**src/rtl/alu_issue_stage.sv**
```systemverilog
// +--------------------------------------------------------------------------+
// | alu_issue_stage: RV32I decode into ALU op/operands, ID/EX skid register  |
// | Rev 1.0                                                                  |
// +--------------------------------------------------------------------------+
`default_nettype none

package type_enums;
  typedef enum logic [3:0] {
    ALU_ADD, ALU_SUB, ALU_SLL, ALU_SLT, ALU_SLTU,
    ALU_XOR, ALU_SRL, ALU_SRA, ALU_OR,  ALU_AND
  } alu_op_t;
endpackage

module alu_issue_stage
  import type_enums::*;
#(
  parameter int WIDTH = 32
) (
  input  logic             clk,
  input  logic             rst_n,
  input  logic             flush,
  input  logic             in_valid,
  output logic             in_ready,
  input  logic [31:0]      instr,
  input  logic [WIDTH-1:0] pc,
  input  logic [WIDTH-1:0] rs1_data,
  input  logic [WIDTH-1:0] rs2_data,
  output logic             out_valid,
  input  logic             out_ready,
  output alu_op_t          alu_op,
  output logic [WIDTH-1:0] opA,
  output logic [WIDTH-1:0] opB,
  output logic [4:0]       rd,
  output logic             illegal
);

  localparam logic [1:0] c_EMPTY = 2'd0;
  localparam logic [1:0] c_BUSY  = 2'd1;
  localparam logic [1:0] c_FULL  = 2'd2;

  typedef struct packed {
    alu_op_t          op;
    logic [WIDTH-1:0] a;
    logic [WIDTH-1:0] b;
    logic [4:0]       rd;
    logic             ill;
  } entry_t;

  function automatic alu_op_t f3_op(input logic [2:0] f3, input logic alt);
    case (f3)
      3'b000:  f3_op = alt ? ALU_SUB : ALU_ADD;
      3'b001:  f3_op = ALU_SLL;
      3'b010:  f3_op = ALU_SLT;
      3'b011:  f3_op = ALU_SLTU;
      3'b100:  f3_op = ALU_XOR;
      3'b101:  f3_op = alt ? ALU_SRA : ALU_SRL;
      3'b110:  f3_op = ALU_OR;
      default: f3_op = ALU_AND;
    endcase
  endfunction

  logic [6:0]       w_opcode, w_f7;
  logic [2:0]       w_f3;
  logic             w_f7_zero, w_f7_alt, w_shift, w_ill;
  logic [WIDTH-1:0] w_imm_i, w_imm_s, w_imm_u, w_shamt;
  entry_t           w_dec;

  assign w_opcode  = instr[6:0];
  assign w_f3      = instr[14:12];
  assign w_f7      = instr[31:25];
  assign w_f7_zero = (w_f7 == 7'b0000000);
  assign w_f7_alt  = (w_f7 == 7'b0100000);
  assign w_shift   = (w_f3 == 3'b001) || (w_f3 == 3'b101);
  assign w_imm_i   = WIDTH'($signed(instr[31:20]));
  assign w_imm_s   = WIDTH'($signed({instr[31:25], instr[11:7]}));
  assign w_imm_u   = WIDTH'($signed({instr[31:12], 12'b0}));
  assign w_shamt   = WIDTH'(instr[24:20]);

  always_comb begin
    w_dec    = '0;
    w_dec.op = ALU_ADD;
    w_ill    = 1'b0;
    case (w_opcode)
      7'b0110011: begin
        w_dec.a  = rs1_data;
        w_dec.b  = rs2_data;
        w_dec.rd = instr[11:7];
        w_dec.op = f3_op(w_f3, w_f7_alt);
        w_ill    = !(w_f7_zero || (w_f7_alt && (w_f3 == 3'b000 || w_f3 == 3'b101)));
      end
      7'b0010011: begin
        w_dec.a  = rs1_data;
        w_dec.b  = w_shift ? w_shamt : w_imm_i;
        w_dec.rd = instr[11:7];
        // Only SRAI may set bit 30; ADDI never becomes SUB.
        w_dec.op = f3_op(w_f3, w_shift && instr[30]);
        w_ill    = w_shift && !(w_f7_zero || (w_f7_alt && w_f3 == 3'b101));
      end
      7'b0110111: begin
        w_dec.b  = w_imm_u;
        w_dec.rd = instr[11:7];
      end
      7'b0010111: begin
        w_dec.a  = pc;
        w_dec.b  = w_imm_u;
        w_dec.rd = instr[11:7];
      end
      7'b1101111, 7'b1100111: begin
        w_dec.a  = pc;
        w_dec.b  = WIDTH'(4);
        w_dec.rd = instr[11:7];
      end
      7'b0000011: begin
        w_dec.a  = rs1_data;
        w_dec.b  = w_imm_i;
        w_dec.rd = instr[11:7];
      end
      7'b0100011: begin
        w_dec.a = rs1_data;
        w_dec.b = w_imm_s;
      end
      7'b1100011: begin
        w_dec.a = rs1_data;
        w_dec.b = rs2_data;
        case (w_f3[2:1])
          2'b00:   w_dec.op = ALU_SUB;
          2'b10:   w_dec.op = ALU_SLT;
          2'b11:   w_dec.op = ALU_SLTU;
          default: w_ill    = 1'b1;
        endcase
      end
      default: w_ill = 1'b1;
    endcase
    if (w_ill) begin
      w_dec     = '0;
      w_dec.op  = ALU_ADD;
      w_dec.ill = 1'b1;
    end
  end

  logic [1:0] r_state, w_next_state;
  logic       r_in_ready;
  entry_t     r_m, r_s;
  logic       w_accept, w_pop, w_load_m, w_load_s, w_m_from_s;

  assign w_accept = in_valid && r_in_ready;
  assign w_pop    = out_valid && out_ready;

  always_ff @(posedge clk) begin
    if (!rst_n) begin
      r_state    <= c_EMPTY;
      r_in_ready <= 1'b1;
      r_m        <= '0;
      r_s        <= '0;
    end else begin
      r_state    <= w_next_state;
      r_in_ready <= (w_next_state != c_FULL);
      if (w_load_m)   r_m <= w_dec;
      if (w_m_from_s) r_m <= r_s;
      if (w_load_s)   r_s <= w_dec;
    end
  end

  always_comb begin
    w_next_state = r_state;
    if (flush) begin
      w_next_state = c_EMPTY;
    end else begin
      case (r_state)
        c_EMPTY: if (w_accept) w_next_state = c_BUSY;
        c_BUSY: begin
          if (w_accept && !w_pop)      w_next_state = c_FULL;
          else if (w_pop && !w_accept) w_next_state = c_EMPTY;
        end
        c_FULL:  if (w_pop) w_next_state = c_BUSY;
        default: w_next_state = c_EMPTY;
      endcase
    end
  end

  always_comb begin
    out_valid  = (r_state != c_EMPTY);
    w_load_m   = !flush && w_accept && (r_state == c_EMPTY || (r_state == c_BUSY && w_pop));
    w_load_s   = !flush && w_accept && r_state == c_BUSY && !w_pop;
    w_m_from_s = !flush && r_state == c_FULL && w_pop;
  end

  assign in_ready = r_in_ready;
  assign alu_op   = r_m.op;
  assign opA      = r_m.a;
  assign opB      = r_m.b;
  assign rd       = r_m.rd;
  assign illegal  = r_m.ill;

endmodule

`default_nettype wire

```
**config.mk**
```make
export PLATFORM = sky130hd
export DESIGN_NAME = alu_issue_stage
export DESIGN_NICKNAME = d
export VERILOG_FILES = /design/src/rtl/alu_issue_stage.sv
export SDC_FILE = /design/constraint.sdc
export NUM_CORES = 1
export LEC_CHECK = 0
export BUFFER_PORTS_ARGS = -buffer_cell sky130_fd_sc_hd__buf_2
export CAP_MARGIN = 20
export CORE_MARGIN = 2
export CORE_UTILIZATION = 30
export DETAILED_ROUTE_END_ITERATION = 8
export HOLD_SLACK_MARGIN = 0.15
export SETUP_SLACK_MARGIN = 0.02
export SYNTH_ARGS = -nofsm -noshare
export SYNTH_HDL_FRONTEND = slang
export SYNTH_SLANG_ARGS = --single-unit
```
**constraint.sdc**
```tcl
create_clock -name clk -period 2.9 [get_ports clk]
set_clock_uncertainty 0.15 [all_clocks]
set_input_delay 0.435 -clock clk [delete_from_list [all_inputs] [get_ports clk]]
set_output_delay 0.435 -clock clk [all_outputs]
set_load 0.1 [all_outputs]
```
==> impl_metrics.tcl <==
set metrics [dict create \
    area_delta_synth_final_pct 30.25 \
    final_cell_mix "buf_2 (208), nand2_1 (205), dfxtp_1 (151)" \
    clk_latency_ps 420 \
    status "finished, final reports clean" \
    num_vias 6843 \
    worstPathArrival_ps 2370 \
    critPathKind "in2reg" \
    hp-class "in2reg" \
    synth_compound_area_share_pct 29.01 \
    required_ps 3090 \
    cts.sinks 151 \
    buffer_ports.inserted 208 \
    synth_area_sq_um 6758 \
    cp-start-kind "primary input" \
    die_w_um 154.1 \
    path_clk_slew_ps 60 \
    synthMuxAreaShare_pct 0.4629 \
    drv_slew 0 \
    leakage_nw 3.460 \
    synth_nets 963 \
    finalSetupViolCount 0 \
    synth_fa_ha_area_share_pct 0 \
    grt_antenna_before_repair 7 \
    drt-wirelength-per-cell_um 17.48 \
    slew_headroom_pct 46.00 \
    yosys.area_share.simple_pct 19.77 \
    cts-root-buf "clkbuf_16" \
    fin_crit_ps 2175 \
    syn-instance-count 830 \
    fin_crit_sh_pct 75.02 \
    nets 1158 \
    drtPass1Iterations 5 \
    grt_pass1_vias 6430 \
    timing.fmax_mhz 459.7 \
    rows 54 \
    final_common_cell "buf_2" \
    fp.dieH_um 154.1 \
    setup_slack_ps 724.5 \
    cts.path.max_buffers 2 \
    cts_made_buffers 17 \
    drc 0 \
    postCtsSetupBuffers 0 \
    yosysSeqAreaShare_pct 44.73 \
    io_pins 209 \
    final.setup.tns_ps 0 \
    nFillCells 2230 \
    rsz0062_at_grt "false" \
    cts_tree "built" \
    die-area_sq_um 23740 \
    synth_ff_type "dfxtp_1" \
    synth-edff-count 0 \
    ctsHtreeMaxLevel 4 \
    worst_pin_slew_ps 803.2 \
    cp_max_fo 35 \
    gp_congestion 0.8396 \
    synth_top_family_by_area "compound AO/OA/AOI/OAI gates" \
    synth_cell_types 61 \
    start_util_pct 30.77 \
    grt_max_degree 53 \
    synth-seq-cells 151 \
    ant_nets 0 \
    coreArea_sq_um 21960 \
    grt_first_pass_wirelength_mm 36.00 \
    drive_above_1_share_pct 28.32 \
    place_ws_ps 300.1 \
    drt-vias-per-instance 5.176 \
    grt_overflow_total 0 \
    async_reset_ff_share_pct 0 \
    dr.first_iter.drc_count 604 \
    grt_usage_pct 19.25 \
    maxCapViolations 0 \
    ys_warn_count 0 \
    drt-total-wl_mm 23.11 \
    hold_viol 0 \
    vdd_drop_max_mv 0.2888 \
    cellPowerDensity_nw_per_um2 533.1 \
    synthXorXnorAreaFrac_pct 0.1296 \
    place_hpwl_mm 15.68 \
    worst_setup_path_end_kind "flip-flop" \
    syn_avg_cell_area_sq_um 8.142 \
]
[cell usage after synthesis (2+ instances only)]
library cell / n / area share [%]
a31oi_1: 3 / 0.28
nand2b_1: 3 / 0.28
o2bb2ai_1: 4 / 0.52
buf_1: 3 / 0.17
a21o_1: 2 / 0.22
inv_1: 6 / 0.33
dfxtp_1: 151 / 45
nand3_1: 3 / 0.22
nor4_4: 2 / 0.63
o31ai_1: 2 / 0.22
nor2b_1: 3 / 0.28
a21oi_1: 36 / 2.7
clkbuf_1: 48 / 2.7
a22o_1: 11 / 1.4
and2_1: 4 / 0.37
a221oi_1: 20 / 2.6
o22ai_1: 31 / 2.9
a22oi_1: 43 / 4.8
nor2_1: 5 / 0.28
or3_1: 3 / 0.28
nor3_1: 5 / 0.37
nand4bb_1: 2 / 0.33
and4_1: 2 / 0.26
buf_2: 9 / 0.67
o21ai_1: 40 / 3.0
nand2_1: 205 / 11
o21ai_0: 108 / 8.0
and3_1: 30 / 2.8
mux2i_1: 2 / 0.30
buf_6: 12 / 2.0
and4bb_2: 2 / 0.37
[power breakdown]
part / switching, W / internal [W] / leakage [nW] / total, W
clock network: 0.000927 / 0.00136 / 0.291 / 0.00229
logic: 0.000200 / 0.000128 / 1.95 / 0.000328
registers: 0.00000123 / 0.00208 / 1.22 / 0.00208
total: 0.00113 / 0.00356 / 3.46 / 0.00469
[logic make-up (layout without fill, tap and decap cells)]
family | Yosys count | after routing
AOI/OAI and AO/OA | 316 | 316
xor gates and xnor gates | 1 | 1
and+or+nand+nor | 280 | 280
other | 0 | 4
muxes | 3 | 3
DFF | 151 | 151
buffers and inverters | 79 | 287
[metal layers]
| metal | vias to the layer above | global-route usage, % | part of all wire [%] |
|---|---|---|---|
| met5 | - | 0 | 0.095 |
| met4 | 4 | 9.168 | 3.2 |
| met3 | 47 | 4.312 | 5.3 |
| met2 | 202 | 29.43 | 45 |
| met1 | 3202 | 25.74 | 46 |
| li1 | 3388 | - | - |
[path summary, 6_finish.rpt]
kind / startpoint / endpoint / slack (ps) / cells after the start
worst max-delay path: instr[5] / opA[13]$_SDFFE_PN0P_ / 720 / 7
worst min-delay path: rs1_data[28] / opA[28]$_SDFFE_PN0P_ / 160 / 3
worst max register to register: r_state[1]$_SDFF_PN0_ / r_s[10]$_SDFFE_PN0P_ / 750 / 7
worst min register to register: r_s[69]$_SDFFE_PN0P_ / r_s[69]$_SDFFE_PN0P_ / 300 / 2
[stage by stage]
stage          cell area, sq um  hold WS, ps  power [W]  util [%]  cells
2_1_floorplan              6758        274.9   0.002266         -    830
3_3_place_gp               8080        284.1   0.002436     36.80   1276
3_5_place_dp               8100        291.2   0.002441     36.89   1277
4_1_cts                    8792        152.0   0.004744     40.04   1318
5_1_grt                    8802        180.9   0.004856     40.09   1322
6_report                   8802        165.0   0.004693     40.09   1322
[critical path, stage by stage]
cell and delay, ps:
buf_2 190, nor2b_1 360, nand4_1 320, a311oi_4 380, nand3_4 120, buf_4 310, o22ai_1 220
[repair_timing]
action,CTS,global route
hold endpoints to repair,14,0
resized for setup,0,0
hold buffers,9,0
setup endpoints to repair,0,0
[registers in the layout (all words and copies together), names as in the netlist]
signal,flops
alu_op,4
illegal,1
in_ready,1
opA,32
opB,32
r_s,74
r_state,2
rd,5
[area by class of cell]
cell class | instances | area (sq um) | area share, %
antenna | 4 | 10.01 | 0.1137
clock inverter | 14 | 172.7 | 1.962
multi-input combinational | 600 | 3402 | 38.65
clock buffer | 18 | 429.2 | 4.876
sequential | 151 | 3023 | 34.34
timing repair buffer | 248 | 1389 | 15.78
tap | 280 | 350.3 | 3.980
inverter | 7 | 26.28 | 0.2985
(Power assumes the default switching activity.)
